**src/rtl/can_transmitter.sv**
```systemverilog
// CAN 2.0A/B transmit serializer: stuffing, CRC-15, arbitration, ACK check, error flag.
// Optional CAN_TX_RETRY_EN: failed frames are re-sent from the latched copy.
module can_transmitter #(
  parameter int IFS_BITS = 3
) (
  input  logic        clk,
  input  logic        nRST,
  input  logic        tx_strobe,
  input  logic        bitstrobe,
  input  logic        curr_sample,
  input  logic        bus_idle,
  input  logic        tx_req,
  input  logic [28:0] ID,
  input  logic        EXT,
  input  logic        RTR,
  input  logic [3:0]  pkt_size,
  input  logic [31:0] data_L,
  input  logic [31:0] data_H,
  output logic        CANTX,
  output logic        tx_busy,
  output logic        tx_ack,
  output logic        tx_done,
  output logic        arb_lost,
  output logic        bit_error,
  output logic        ack_error
);

  localparam logic [3:0] S_IDLE    = 4'd0;
  localparam logic [3:0] S_ARB     = 4'd1;
  localparam logic [3:0] S_CTRL    = 4'd2;
  localparam logic [3:0] S_DATA    = 4'd3;
  localparam logic [3:0] S_CRC     = 4'd4;
  localparam logic [3:0] S_CRC_DEL = 4'd5;
  localparam logic [3:0] S_ACK     = 4'd6;
  localparam logic [3:0] S_ACK_DEL = 4'd7;
  localparam logic [3:0] S_EOF     = 4'd8;
  localparam logic [3:0] S_IFS     = 4'd9;
  localparam logic [3:0] S_ERR     = 4'd10;

  // state/cnt name the next field bit to transmit; cur_* describe the bit now on the bus
  logic [3:0]  state;
  logic [6:0]  cnt;
  logic [14:0] crc;
  logic [2:0]  scnt;
  logic        last, stf_en;
  logic        cur_arb, cur_ack, cur_chk;
  logic        arb_pend, err_pend;
  logic [28:0] id_q;
  logic        ext_q, rtr_q;
  logic [3:0]  dlc_q;
  logic [63:0] dat_q;

  logic        fbit;
  logic [6:0]  len;
  logic [3:0]  nxt_state;
  logic [4:0]  ix;
  logic [3:0]  nbytes;
  logic        lose, aerr, berr, arb_now, err_now;
  logic        idle, start, take;

  function automatic logic [14:0] crc_step(input logic [14:0] c, input logic b);
    crc_step = {c[13:0], 1'b0} ^ ((b ^ c[14]) ? 15'h4599 : 15'h0000);
  endfunction

  assign idle    = (state == S_IDLE);
  assign tx_busy = ~idle;
  assign nbytes  = dlc_q[3] ? 4'd8 : dlc_q;

  assign lose    = bitstrobe & cur_arb & CANTX & ~curr_sample & ~arb_pend & ~err_pend;
  assign aerr    = bitstrobe & cur_ack & curr_sample & ~err_pend;
  assign berr    = bitstrobe & cur_chk & (curr_sample ^ CANTX) & ~lose & ~arb_pend & ~err_pend;
  assign arb_now = arb_pend | lose;
  assign err_now = err_pend | aerr | berr;

`ifdef CAN_TX_RETRY_EN
  logic retry;
  always_ff @(posedge clk or negedge nRST) begin
    if (!nRST)                   retry <= 1'b0;
    else if (lose | aerr | berr) retry <= 1'b1;
    else if (start)              retry <= 1'b0;
  end
  assign start = tx_strobe & idle & bus_idle & (tx_req | retry);
  assign take  = start & ~retry;
`else
  assign start = tx_strobe & idle & bus_idle & tx_req;
  assign take  = start;
`endif

  always_comb begin
    fbit      = 1'b1;
    len       = 7'd1;
    nxt_state = S_IDLE;
    ix        = '0;
    case (state)
      S_ARB: begin
        len       = ext_q ? 7'd33 : 7'd14;
        nxt_state = S_CTRL;
        if (cnt == 7'd0) fbit = 1'b0;
        else if (!ext_q) begin
          if (cnt <= 7'd11) begin ix = 5'd11 - cnt[4:0]; fbit = id_q[ix]; end
          else if (cnt == 7'd12) fbit = rtr_q;
          else fbit = 1'b0;
        end else begin
          if (cnt <= 7'd11) begin ix = 5'd29 - cnt[4:0]; fbit = id_q[ix]; end
          else if (cnt <= 7'd13) fbit = 1'b1;
          else if (cnt <= 7'd31) begin ix = 5'd31 - cnt[4:0]; fbit = id_q[ix]; end
          else fbit = rtr_q;
        end
      end
      S_CTRL: begin
        // std: r0 + DLC, ext: r1 r0 + DLC
        len       = ext_q ? 7'd6 : 7'd5;
        nxt_state = (rtr_q || dlc_q == 4'd0) ? S_CRC : S_DATA;
        ix        = cnt[4:0] - (ext_q ? 5'd2 : 5'd1);
        fbit      = (cnt[4:0] < (ext_q ? 5'd2 : 5'd1)) ? 1'b0 : dlc_q[~ix[1:0]];
      end
      S_DATA: begin
        len       = {nbytes, 3'b000};
        nxt_state = S_CRC;
        fbit      = dat_q[{cnt[5:3], ~cnt[2:0]}];
      end
      S_CRC: begin
        len       = 7'd15;
        nxt_state = S_CRC_DEL;
        fbit      = crc[4'd14 - cnt[3:0]];
      end
      S_CRC_DEL: nxt_state = S_ACK;
      S_ACK:     nxt_state = S_ACK_DEL;
      S_ACK_DEL: nxt_state = S_EOF;
      S_EOF:     begin len = 7'd7; nxt_state = S_IFS; end
      S_IFS:     len = 7'(IFS_BITS);
      S_ERR:     begin len = 7'd14; fbit = (cnt >= 7'd6); end
      default:   ;
    endcase
  end

  always_ff @(posedge clk or negedge nRST) begin
    if (!nRST) begin
      state    <= S_IDLE;
      cnt      <= '0;
      crc      <= '0;
      scnt     <= '0;
      last     <= 1'b0;
      stf_en   <= 1'b0;
      cur_arb  <= 1'b0;
      cur_ack  <= 1'b0;
      cur_chk  <= 1'b0;
      arb_pend <= 1'b0;
      err_pend <= 1'b0;
      id_q     <= '0;
      ext_q    <= 1'b0;
      rtr_q    <= 1'b0;
      dlc_q    <= '0;
      dat_q    <= '0;
      CANTX    <= 1'b1;
      tx_ack   <= 1'b0;
      tx_done  <= 1'b0;
      arb_lost <= 1'b0;
      bit_error <= 1'b0;
      ack_error <= 1'b0;
    end else begin
      tx_ack    <= 1'b0;
      tx_done   <= 1'b0;
      arb_lost  <= lose;
      bit_error <= berr;
      ack_error <= aerr;
      if (lose)        arb_pend <= 1'b1;
      if (aerr | berr) err_pend <= 1'b1;
      if (tx_strobe) begin
        if (idle) begin
          if (start) begin
            if (take) begin
              id_q  <= ID;
              ext_q <= EXT;
              rtr_q <= RTR;
              dlc_q <= pkt_size;
              dat_q <= {data_H, data_L};
            end
            tx_ack  <= take;
            state   <= S_ARB;
            cnt     <= 7'd1;
            CANTX   <= 1'b0;
            crc     <= '0;
            last    <= 1'b0;
            scnt    <= 3'd1;
            stf_en  <= 1'b1;
            cur_chk <= 1'b1;
            cur_arb <= 1'b0;
            cur_ack <= 1'b0;
          end
        end else if (arb_now) begin
          state    <= S_IDLE;
          cnt      <= '0;
          CANTX    <= 1'b1;
          stf_en   <= 1'b0;
          cur_arb  <= 1'b0;
          cur_ack  <= 1'b0;
          cur_chk  <= 1'b0;
          arb_pend <= 1'b0;
          err_pend <= 1'b0;
        end else if (err_now) begin
          state    <= S_ERR;
          cnt      <= 7'd1;
          CANTX    <= 1'b0;
          stf_en   <= 1'b0;
          cur_arb  <= 1'b0;
          cur_ack  <= 1'b0;
          cur_chk  <= 1'b0;
          arb_pend <= 1'b0;
          err_pend <= 1'b0;
        end else if (stf_en && scnt == 3'd5) begin
          // stuff bit: complement, counts toward the next run, bypasses CRC
          CANTX   <= ~last;
          last    <= ~last;
          scnt    <= 3'd1;
          cur_arb <= (state == S_ARB);
          cur_ack <= 1'b0;
          cur_chk <= 1'b1;
        end else if ((state == S_IFS || state == S_ERR) && cnt == len) begin
          state   <= S_IDLE;
          cnt     <= '0;
          CANTX   <= 1'b1;
          tx_done <= (state == S_IFS);
          cur_arb <= 1'b0;
          cur_ack <= 1'b0;
          cur_chk <= 1'b0;
        end else begin
          CANTX <= fbit;
          if (stf_en) begin
            scnt <= (fbit == last) ? scnt + 3'd1 : 3'd1;
            last <= fbit;
          end
          if (state == S_ARB || state == S_CTRL || state == S_DATA) crc <= crc_step(crc, fbit);
          if (state == S_CRC_DEL) stf_en <= 1'b0;
          cur_arb <= (state == S_ARB);
          cur_ack <= (state == S_ACK);
          cur_chk <= (state != S_ACK) && (state != S_ERR);
          if (state != S_IFS && state != S_ERR && cnt + 7'd1 == len) begin
            state <= nxt_state;
            cnt   <= '0;
          end else begin
            cnt <= cnt + 7'd1;
          end
        end
      end
    end
  end

endmodule

```
**config.mk**
```make
export PLATFORM = sky130hd
export DESIGN_NAME = can_transmitter
export DESIGN_NICKNAME = d
export VERILOG_FILES = /design/src/rtl/can_transmitter.sv
export SDC_FILE = /design/constraint.sdc
export NUM_CORES = 1
export LEC_CHECK = 0
export ABC_AREA = 0
export CORE_UTILIZATION = 55
export DETAILED_ROUTE_END_ITERATION = 6
export GPL_TIMING_DRIVEN = 0
export HOLD_SLACK_MARGIN = 0.03
export PLACE_DENSITY = 0.8
export SYNTH_ARGS = -nofsm -noshare
export SYNTH_HDL_FRONTEND = slang
export SYNTH_SLANG_ARGS = --single-unit
```
**constraint.sdc**
```tcl
create_clock -name clk -period 7.3 [get_ports clk]
set_clock_uncertainty 0.2 [all_clocks]
set_input_delay 1.46 -clock clk [delete_from_list [all_inputs] [get_ports clk]]
set_output_delay 1.46 -clock clk [all_outputs]
set_load 0.05 [all_outputs]
```
# == After elaboration in Yosys (flattened, before gate mapping) ==
# Cells that the tools add are included.
# W data, S select, Z words.
# totals
regBits,141
# op_classes
n_addsub,7
mux,111
n_eq_ne,26
n_reduce_logical,23
magnitude_cmp,11
bitwise,31
# ops
cell,count
$mux W15,8
$mux W1,67
$mux W7,7
$pmux W7 S7,1
$mux W4,8
$pmux W4 S8,1
$mux W3,9
$lt A5 B6 Y1 const B,3
$and A1 B1 Y1,16
$eq A4 B3 Y1 const B,4
$ne A4 B4 Y1 const B,4
$bmux W1 S5,3
$xor A15 B15 Y15,1
$eq A7 B7 Y1,2
$le A7 B4 Y1 const B,2
$eq A4 B4 Y1 const B,3
$sub A5 B5 Y5 const A,2
$eq A4 B2 Y1 const B,2
$logic_not A4 Y1,2
$add A7 B1 Y7 const B,1
$eq A7 B4 Y1 const B,1
$ge A7 B3 Y1 const B,1
$le A7 B5 Y1 const B,1
$logic_not A7 Y1,1
other kinds (38),59

# == Logic depth before layout (Yosys ltp) ==
# depth
ltp_word,18
ltp_mapped,15

# == Least setup slack after synthesis ==
# Ideal clock, no wire load.
# synth_timing
path_type,reg-to-output
from,register state[3]
to,output tx_busy
required_ns,5.640
path_stages_with_launch,6
t_arrival_ns,1.819
slack_ns,3.821
cell_sequence,dfrtp_1 > buf_2 > buf_1 > nor4_4 > clkinv_1 > clkbuf_1
# synth_via
elab_chain_cells,2
# synth_rtl
item,line,source
from (decl),41,logic [3:0] state;
from (signal assigned),239,state <= nxt_state;
$logic_not A4 Y1,65,assign idle = (state == S_IDLE);
$not A1 Y1,66,assign tx_busy = ~idle;
to (decl),20,"output logic tx_busy,"
# Every way passes these cells.

# == Worst setup path in the final report ==
# Same ends and word-level chain as after synthesis.

==> run summary <==
The core region is 14800 µm². Setup violations remaining at the end of the flow were counted as 0. The first-pass iteration count of the detailed router was 5; the die width was 126 µm.

The number of buffers on the longest clock path is 2. The synthesis-to-layout area growth works out to 23.0%. The simple logic cell fraction of the synthesized area is 0.127.

The analysis attributes to cell leakage a power of 4.36 nW. The post-route clock period utilization was 0.693. By area, the combinational part of the netlist is dominated by multiplexers.

The via count of the first global-routing pass is 6895. The estimated wirelength of the detail-placed design is 16300 µm, and the final weighted congestion in routability-driven placement is 0.914. Clock period minus worst slack: 5.06 ns. Starting density of the core: 0.572. The number of buffers added by the clock tree synthesis step is 17. The final hold slack is 0.272 ns. The logs give 6579 for the number of vias in the routed layout and 1093 for the filler cell count in the final layout. Counting every sink on the clock net gives 141. The run gives 552 as the initial DRC count. The relative slew slack is 0.488, and the number of enable flip-flop cells after synthesis is 0. The I/O pin count came out at 113. The number of library cell types mapped by synthesis is 84, and the peak per-stage delay on the critical path is 0.78 ns. The detail route stage leaves a number of antenna-violating nets equal to 0. Input and output buffers added on the ports amount to 111. Cell type of the slowest stage on the worst timing path: clkdlybuf4s50_1. After global routing the overflow that remains totals 0. Share of the synthesized netlist area taken by xor and xnor gates: 0.0387.

Post-CTS repair changed the size of 0 cells. After routing the design area is 10400 µm². The share of post-route cells with drive strength above 1 was 0.256. The path class of the lowest-slack min-delay path is reg2reg. Of all nets on the critical path, the largest fanout is 10. The flop and latch count out of synthesis came out at 141. The average instance area after synthesis was 11.7 µm²; the hold-fix buffer count after cts was 0. The logs give 0.234 mV for the worst ir drop on vdd and 2.88 ns for the slack of the worst reg-to-reg path. The run gives 3530 µm² as the sequential standard cell area. The H-tree was split into 4 levels. In the final routed layout, each cell accounts on average for 21.3 µm. For the overall fraction of global-route tracks in use, the log shows 0.298. The worst setup path is launched from a flop. Traced cell by cell, the critical path runs through buf_2 -> buf_1 -> nor4_4 -> clkinv_1 -> clkbuf_1 -> clkdlybuf4s50_1. Clock latency on the worst-skew pair, taken at its later pin, is 0.42 ns. Fraction of registers with async set or reset after synthesis: 1.00.

The critical path is of the reg2out type. The library cell used most frequently in the layout, excluding fill and tap cells, is dfrtp_1. The max-capacitance violation count is 0, and the final total negative setup slack is 0 ns. The run finished with clean final reports.

CTS placed an instance of clkbuf_16 at the clock tree root. The mapped netlist covers 8430 µm². After detailed routing, the total wire length is 22300 µm. The initial antenna violation count is 0. Data on the critical path is required at its endpoint by 5.64 ns. The die covers 15800 µm².

The area fraction in compound gates after synthesis came out at 0.109. Cell taking the most area after synthesis: dfrtp_1. By area the synthesized netlist is led by dfrtp_1 42%, mux2_2 14%, mux4_2 6.7%. In the final design database the tool counted 972 nets. TritonCTS built the clock tree. The first global-routing pass estimated 36400 µm of wire. The largest net degree at the start of global routing is 78, and the clock slew seen by the registers of the worst setup and hold paths is 0.06 ns. After detailed placement, the total cell area comes to 9800 µm².

The critical path endpoint category is a primary output. Arithmetic-cell share of the synthesized area counting full adders, half adders and majority gates: 0.0237. The run gives 0 as the count of final hold-check violations. The fraction of synthesized cell area taken by the top area cell type works out to 0.415. For the number of post-CTS setup repair buffers, the log shows 0. In the layout the commonest cells are 140 x dfrtp_1, 110 x clkdlybuf4s50_1, 108 x mux2_2. The die is 126 µm tall.

Multiplexer fraction of the synthesized cell area: 0.242. Using the TritonRoute via totals, the vias-per-cell ratio works out to 6.28. After detailed routing, the number of remaining DRC violations is 0. In the final layout, the multi-input gates occupy 4560 µm². The gate count of the mapped netlist was 719; the data arrival at the endpoint of the critical path was 3.40 ns. Derived from the worst setup path, the maximum achievable clock frequency is 198 MHz.

Max-slew violation count: 0. The logs give 0.419 for the sequential fraction of the synthesis area and 0 for the number of warnings printed during yosys synthesis. The power per cell area was 438 nW/µm². Number of nets produced by synthesis: 841. Setup repair after global routing left no endpoint under its margin.

The most used flip-flop cell after synthesis is dfrtp_1. Count of standard-cell rows: 44. The worst-margin pin slew works out to 0.767 ns.
synthesized netlist by cell type, types with 4 or more instances:
master       n
nand3_1     22
nor4b_1      6
dfrtp_1    140
nor2_1      24
o31ai_1      8
mux4_2      25
nand2_1     51
nor3_1      13
inv_1       16
and3_1       9
xor2_1       6
nor4_1       9
nand2b_1     6
buf_2       22
o2111ai_1    5
ha_1        16
or3_1        5
xor3_1       5
mux4_1       5
xnor2_1     10
o22ai_1     12
clkbuf_1    15
and2_1       6
nor2b_1     10
a21oi_1     15
a31oi_1      4
a21boi_0     4
mux2i_1     12
buf_4        5
o21ai_0     34
a2111oi_0    7
mux2_2     108
power breakdown:
| part | switching [mW] | internal (mW) |
|---|---|---|
| clock network | 0.344 | 0.488 |
| registers | 0.272 | 1.15 |
| logic | 1.16 | 1.14 |
| total | 1.77 | 2.77 |
routing by layer:
layer / GRT usage / up-vias / share of wire
met3: 0.0735 / 36 / 0.062
met1: 0.386 / 3298 / 0.43
li1: - / 2971 / -
met5: 0 / - / 0
met2: 0.499 / 274 / 0.49
met4: 0.0893 / 0 / 0.018
worst paths after layout:
kind                          start       end  cells past startpoint
setup / recovery           state[3]   tx_busy                      6
hold / removal             arb_pend  arb_lost                      1
setup reg to reg             cnt[0]    crc[7]                     14
hold reg to reg            arb_pend  arb_lost                      1
max in group asynchronous      nRST  dat_q[3]                      2
min in group asynchronous      nRST  dlc_q[2]                      1
cell type report:
cell class | instances | share of cell area
antenna | 1 | 0.000241
clock buffer | 20 | 0.0440
inverter | 18 | 0.00651
buffer | 49 | 0.0263
timing repair buffer | 112 | 0.110
clock inverter | 12 | 0.0109
sequential | 141 | 0.340
tap | 184 | 0.0222
multi-input combinational | 511 | 0.440
sequential cells by signal (all words and copies together) (netlist names), 3 cells and up:
signal  count
state       4
scnt        3
id_q       29
cnt         7
dat_q      64
dlc_q       4
crc        15
worst max-delay path: cells and delay by family (launching register included):
family	cells	cell delay (ns)
buffers and inverters	5	2.02
AND/OR/NAND/NOR	1	0.59
flip-flops	1	0.36
metrics by stage:
step	util	instances	worst slack (ns)	total power [mW]
3_5_place_dp	0.664	1015	2.75	3.68
4_1_cts	0.703	1047	2.28	4.53
5_1_grt	0.703	1047	2.09	4.81
2_1_floorplan	-	719	3.82	3.07
3_3_place_gp	0.662	1014	-0.822	3.59
6_report	0.703	1048	2.24	4.55
kinds of logic (layout without fill, tap and decap cells):
family | Yosys count | in the layout
simple gates | 190 | 190
mux | 151 | 151
flops | 141 | 141
compound gates | 130 | 130
buf+inv | 67 | 211
xor+xnor | 24 | 24
fa+ha+maj | 16 | 16
other cells | 0 | 1
Note: power is estimated with default switching activity, not from simulation.
